[src/rtl/rv_mem_arbiter.sv]
// Arbitrates one single-port fixed-latency memory between instruction fetch and data access.
// Data port has priority; a starvation guard forces a fetch grant after STARVE_LIM data grants.
module rv_mem_arbiter #(
  parameter int unsigned ADDR_W     = 32,
  parameter int unsigned DATA_W     = 32,
  parameter int unsigned MEM_LAT    = 2,
  parameter int unsigned STARVE_LIM = 4
) (
  input  logic              clk,
  input  logic              reset,
  input  logic              imem_req,
  input  logic [ADDR_W-1:0] imem_addr,
  output logic [DATA_W-1:0] imem_rdata,
  output logic              imem_ack,
  input  logic              dmem_req,
  input  logic              dmem_we,
  input  logic [ADDR_W-1:0] dmem_addr,
  input  logic [DATA_W-1:0] dmem_wdata,
  output logic [DATA_W-1:0] dmem_rdata,
  output logic              dmem_ack,
  output logic              mem_en,
  output logic              mem_we,
  output logic [ADDR_W-1:0] mem_addr,
  output logic [DATA_W-1:0] mem_wdata,
  input  logic [DATA_W-1:0] mem_rdata,
  output logic              stall_if,
  output logic              stall_mem
);

  localparam int unsigned CNT_W = 4;

  typedef enum logic [1:0] {
    S_IDLE = 2'd0,
    S_BUSY = 2'd1,
    S_DONE = 2'd2
  } state_e;

  state_e            state_q, state_d;
  logic [CNT_W-1:0]  cnt_q, cnt_d;
  logic [CNT_W-1:0]  starve_q, starve_d;
  logic              owner_d_q, owner_d_d;  // 1 = data port owns the access
  logic              mem_en_q, mem_en_d;
  logic              mem_we_q, mem_we_d;
  logic [ADDR_W-1:0] mem_addr_q, mem_addr_d;
  logic [DATA_W-1:0] mem_wdata_q, mem_wdata_d;
  logic [DATA_W-1:0] imem_rdata_q, imem_rdata_d;
  logic [DATA_W-1:0] dmem_rdata_q, dmem_rdata_d;
  logic              imem_ack_q, imem_ack_d;
  logic              dmem_ack_q, dmem_ack_d;
  logic              grant_i;

  // Next-state, grant and capture logic
  always_comb begin
    state_d      = state_q;
    cnt_d        = cnt_q;
    starve_d     = starve_q;
    owner_d_d    = owner_d_q;
    mem_en_d     = 1'b0;
    mem_we_d     = mem_we_q;
    mem_addr_d   = mem_addr_q;
    mem_wdata_d  = mem_wdata_q;
    imem_rdata_d = imem_rdata_q;
    dmem_rdata_d = dmem_rdata_q;
    imem_ack_d   = 1'b0;
    dmem_ack_d   = 1'b0;
    grant_i      = 1'b0;

    case (state_q)
      S_IDLE: begin
        if (!imem_req) begin
          starve_d = '0;
        end
        if (imem_req || dmem_req) begin
          grant_i  = imem_req && (!dmem_req || (starve_q == CNT_W'(STARVE_LIM)));
          state_d  = S_BUSY;
          cnt_d    = '0;
          mem_en_d = 1'b1;
          if (grant_i) begin
            owner_d_d  = 1'b0;
            mem_addr_d = imem_addr;
            mem_we_d   = 1'b0;
            starve_d   = '0;
          end else begin
            owner_d_d   = 1'b1;
            mem_addr_d  = dmem_addr;
            mem_we_d    = dmem_we;
            mem_wdata_d = dmem_wdata;
            if (imem_req && (starve_q != CNT_W'(STARVE_LIM))) begin
              starve_d = starve_q + CNT_W'(1);
            end
          end
        end
      end
      S_BUSY: begin
        if (cnt_q == CNT_W'(MEM_LAT)) begin
          state_d = S_DONE;
          if (owner_d_q) begin
            dmem_ack_d = 1'b1;
            if (!mem_we_q) begin
              dmem_rdata_d = mem_rdata;
            end
          end else begin
            imem_ack_d   = 1'b1;
            imem_rdata_d = mem_rdata;
          end
        end else begin
          cnt_d = cnt_q + CNT_W'(1);
        end
      end
      S_DONE: begin
        state_d = S_IDLE;
      end
      default: begin
        state_d = S_IDLE;
      end
    endcase
  end

  always_ff @(posedge clk) begin
    if (reset) begin
      state_q      <= S_IDLE;
      cnt_q        <= '0;
      starve_q     <= '0;
      owner_d_q    <= 1'b0;
      mem_en_q     <= 1'b0;
      mem_we_q     <= 1'b0;
      mem_addr_q   <= '0;
      mem_wdata_q  <= '0;
      imem_rdata_q <= '0;
      dmem_rdata_q <= '0;
      imem_ack_q   <= 1'b0;
      dmem_ack_q   <= 1'b0;
    end else begin
      state_q      <= state_d;
      cnt_q        <= cnt_d;
      starve_q     <= starve_d;
      owner_d_q    <= owner_d_d;
      mem_en_q     <= mem_en_d;
      mem_we_q     <= mem_we_d;
      mem_addr_q   <= mem_addr_d;
      mem_wdata_q  <= mem_wdata_d;
      imem_rdata_q <= imem_rdata_d;
      dmem_rdata_q <= dmem_rdata_d;
      imem_ack_q   <= imem_ack_d;
      dmem_ack_q   <= dmem_ack_d;
    end
  end

  assign mem_en     = mem_en_q;
  assign mem_we     = mem_we_q;
  assign mem_addr   = mem_addr_q;
  assign mem_wdata  = mem_wdata_q;
  assign imem_rdata = imem_rdata_q;
  assign dmem_rdata = dmem_rdata_q;
  assign imem_ack   = imem_ack_q;
  assign dmem_ack   = dmem_ack_q;

  // Pipeline stall requests are combinational on the live request lines
  assign stall_if  = imem_req & ~imem_ack_q;
  assign stall_mem = dmem_req & ~dmem_ack_q;

endmodule

[config.mk]
export PLATFORM = sky130hd
export DESIGN_NAME = rv_mem_arbiter
export DESIGN_NICKNAME = d
export VERILOG_FILES = /design/src/rtl/rv_mem_arbiter.sv
export SDC_FILE = /design/constraint.sdc
export NUM_CORES = 1
export LEC_CHECK = 0
export ABC_AREA = 0
export CAP_MARGIN = 10
export CORE_MARGIN = 4
export CORE_UTILIZATION = 40
export DETAILED_ROUTE_END_ITERATION = 8
export GPL_TIMING_DRIVEN = 0
export PLACE_DENSITY = 0.8
export SYNTH_ARGS = -nofsm -noshare
export SYNTH_HDL_FRONTEND = slang
export SYNTH_SLANG_ARGS = --single-unit
export TNS_END_PERCENT = 5
[constraint.sdc]
create_clock -name clk -period 2.2 [get_ports clk]
set_input_delay 0.44 -clock clk [delete_from_list [all_inputs] [get_ports clk]]
set_output_delay 0.44 -clock clk [all_outputs]
set_load 0.05 [all_outputs]
==> results.sh, run 1 <==
export IMPL_status="complete, no violations"
export IMPL_initial_core_util_pct=40.7
export IMPL_clk_pin_slew_ns=0.06
export IMPL_synth_edff_count=0
export IMPL_swShare_pct=27.2
export IMPL_timing_final_crit_share_pct=96.8
export IMPL_min_path_type="in2reg"
export IMPL_worst_slew_pin_slew_ns=0.566
export IMPL_vdd_ir_drop_max_v=0.000454
export IMPL_fillerInstances=1185
export IMPL_routed_wl_um=17400
export IMPL_ys_flop_type="dfxtp_1"
export IMPL_row_count=42
export IMPL_cp_slowest_cell="clkdlybuf4s50_1"
export IMPL_die_h_um=124
export IMPL_io_pins=267
export IMPL_die_w_um=124
export IMPL_clockBufferDepth=2
export IMPL_vias=5651
export IMPL_hpwl_um=13000
export IMPL_setup_violations_final=0
export IMPL_grt_max_degree=17
export IMPL_min_period_ns=2.13
export IMPL_syn_cell_area_mm2=0.00539
export IMPL_antenna_found_initial=0
export IMPL_core_mm2=0.0132
export IMPL_yosys_warnings=0
export IMPL_async_flop_share_pct=0
export IMPL_rsz0062_at_grt="no"
export IMPL_pwr_share_clk_pct=41.4
export IMPL_netlist_instances=679
export IMPL_nets=1098
export IMPL_numCtsBuffers=17
export IMPL_arrival_ns=1.69
export IMPL_ys_ff_latch=143
export IMPL_cp_required_ns=1.76
export IMPL_cts_tree="built"
export IMPL_gp_congestion=0.795
export IMPL_ys_seq_area_share_pct=53.1
export IMPL_max_slew_margin_pct=62.2
export IMPL_cts_sinks=143
export IMPL_drc=0
export IMPL_ys_types=35
export IMPL_p_sw_w=0.00187
export IMPL_fin_skew_ns=0.00719
export IMPL_worstSkewPairLatency_ns=0.41
export IMPL_first_global_vias=5383
export IMPL_crit_path_end_kind="output port"
export IMPL_drt_iter0_markers=284
export IMPL_p_total_w=0.00689
export IMPL_crit_type="reg2out"
export IMPL_leakagePower_nw=3.21
export IMPL_grt_overflow_total=0
export IMPL_syn_nets=816
export IMPL_layout_drive_gt1_share_pct=5.76
export IMPL_cp_top_family="buffers and inverters"
export IMPL_routed_via_density=4.92
export IMPL_path_cells="clkdlybuf4s50_1"
export IMPL_layout_cells_most_common="clkdlybuf4s50_1"
export IMPL_ant_nets=0
export IMPL_fin_area_mm2=0.00884
export IMPL_path_buf_inv=1
export IMPL_start_kind="register"
export IMPL_crit_path_max_incr_delay_ns=0.87
export IMPL_fin_util_pct=66.8
export IMPL_max_freq_mhz=470
export IMPL_first_pass_iters=5
export IMPL_worstPathMaxFanout=4
export IMPL_mostFrequentLayoutCells="clkdlybuf4s50_1 (262), nand2_1 (230), dfxtp_1 (143), a21oi_1 (133), nor2_1 (39)"
export IMPL_intPower_w=0.00501
export IMPL_combPwrFrac_pct=18.4
export IMPL_grt_pass1_wl_um=26000
export IMPL_dpl_cell_area_mm2=0.00824
export IMPL_wl_per_cell_um=15.2
export IMPL_final_hold_viol_count=0
export IMPL_powerDensity_mw_per_mm2=779
export IMPL_area_growth_pct=64.0
export IMPL_ctsHtreeMaxLevel=4
export IMPL_dieArea_mm2=0.0154
export IMPL_syn_area_per_cell_um2=7.94
export IMPL_drv_slew=0
export IMPL_port_buffers=263
export IMPL_track_usage_pct=21.7
export IMPL_seqPwrFrac_pct=40.2
export IMPL_drv_cap=0
export IMPL_hold_ws_ns=0.446
export IMPL_antenna_cells=0
export IMPL_root_buffer="clkbuf_16"
==> final cells by class <==
| class | instances | area (um2) | share of cell area (%) |
|---|---|---|---|
| buffer | 52 | 256 | 2.90 |
| tap | 176 | 220 | 2.49 |
| clock inverter | 12 | 144 | 1.63 |
| timing repair buffer | 263 | 2630 | 29.8 |
| clock buffer | 19 | 443 | 5.01 |
| inverter | 4 | 15.0 | 0.170 |
| multi-input combinational | 480 | 2270 | 25.6 |
| sequential | 143 | 2860 | 32.4 |
==> cells in the mapped netlist, drive strengths merged, types with 3 or more instances <==
cell type	number	area (um2)
a211oi	32	240
a21oi	133	666
buf	16	118
clkbuf	36	135
dfxtp	143	2860
ha	4	50.1
inv	4	15.0
nand2	230	863
nand3	8	40.0
nor2	40	153
nor2b	3	18.8
nor3	6	35.0
==> per-layer routing <==
metal  track usage [%]  routed length (um)  share of wire, %  vias to the layer above
li1                  -                   -                 -                     2820
met1              24.9                6980                40                     2608
met2              37.4                8640                50                      209
met3              7.54                1570               9.0                       14
met4              7.87                 233               1.3                        0
met5                 0                   0                 0                        -
==> sequential cells by signal, summed over array words and instances, names as in the netlist <==
signal and flops:
cnt_q 4, mem_addr 32, owner_d_q 1, mem_en 1
starve_q 4, dmem_rdata 32, mem_we 1, imem_rdata 32
dmem_ack 1, imem_ack 1, mem_wdata 32, state_q 2
==> power by group through the flow <==
stage                     Combinational (W)  Clock, W  Sequential, W
after CTS                           0.00127   0.00290        0.00277
after global placement              0.00126         0        0.00281
after detailed placement            0.00127         0        0.00282
after global routing                0.00135   0.00299        0.00278
final                               0.00127   0.00285        0.00277
after floorplan                    0.000334         0        0.00319
==> cell families after synthesis <==
family,count (synthesis),share of synthesized area [%]
AOI/OAI and AO/OA,172,17.9
adders and majority gates,4,0.929
buffers and inverters,56,4.97
DFF,143,53.1
and+or+nand+nor,301,22.6
xor gates and xnor gates,3,0.488
==> worst paths after layout <==
check                           slack [ns]       endpoint  depth (start not counted)     startpoint
worst max-delay path                  0.07         mem_we                          1         mem_we
worst min-delay path                  0.45    starve_q[2]                          3       imem_req
worst max register to register        0.15         mem_we                          8    starve_q[0]
worst min register to register        0.45  imem_rdata[5]                          2  imem_rdata[5]
==> repair_timing <==
item,4_1_cts,5_1_grt
setup buffers,0,0
resized for setup,1,7
hold buffers,0,0
endpoints found under the setup margin,1,13
==> per-stage QoR <==
stage               worst slack (ns)  instances  setup TNS (ns)
detailed placement           -0.0406       1118         -0.0406
global placement             -0.0178       1118         -0.0178
global route                 0.00470       1149               0
CTS                           0.0830       1149               0
floorplan                      0.308        679               0
finish                        0.0713       1149               0
Power figures use the tool's default switching activity.
==> run 2: changes to the inputs <==
--- a/config.mk
+++ b/config.mk
@@ -10,6 +10,7 @@
 export CORE_MARGIN = 4
 export CORE_UTILIZATION = 40
 export DETAILED_ROUTE_END_ITERATION = 8
+export GPL_ROUTABILITY_DRIVEN = 0
 export GPL_TIMING_DRIVEN = 0
 export PLACE_DENSITY = 0.8
 export SYNTH_ARGS = -nofsm -noshare
==> results of run 2 <==
Final layout, timing and power as in run 1 (identical DEF).
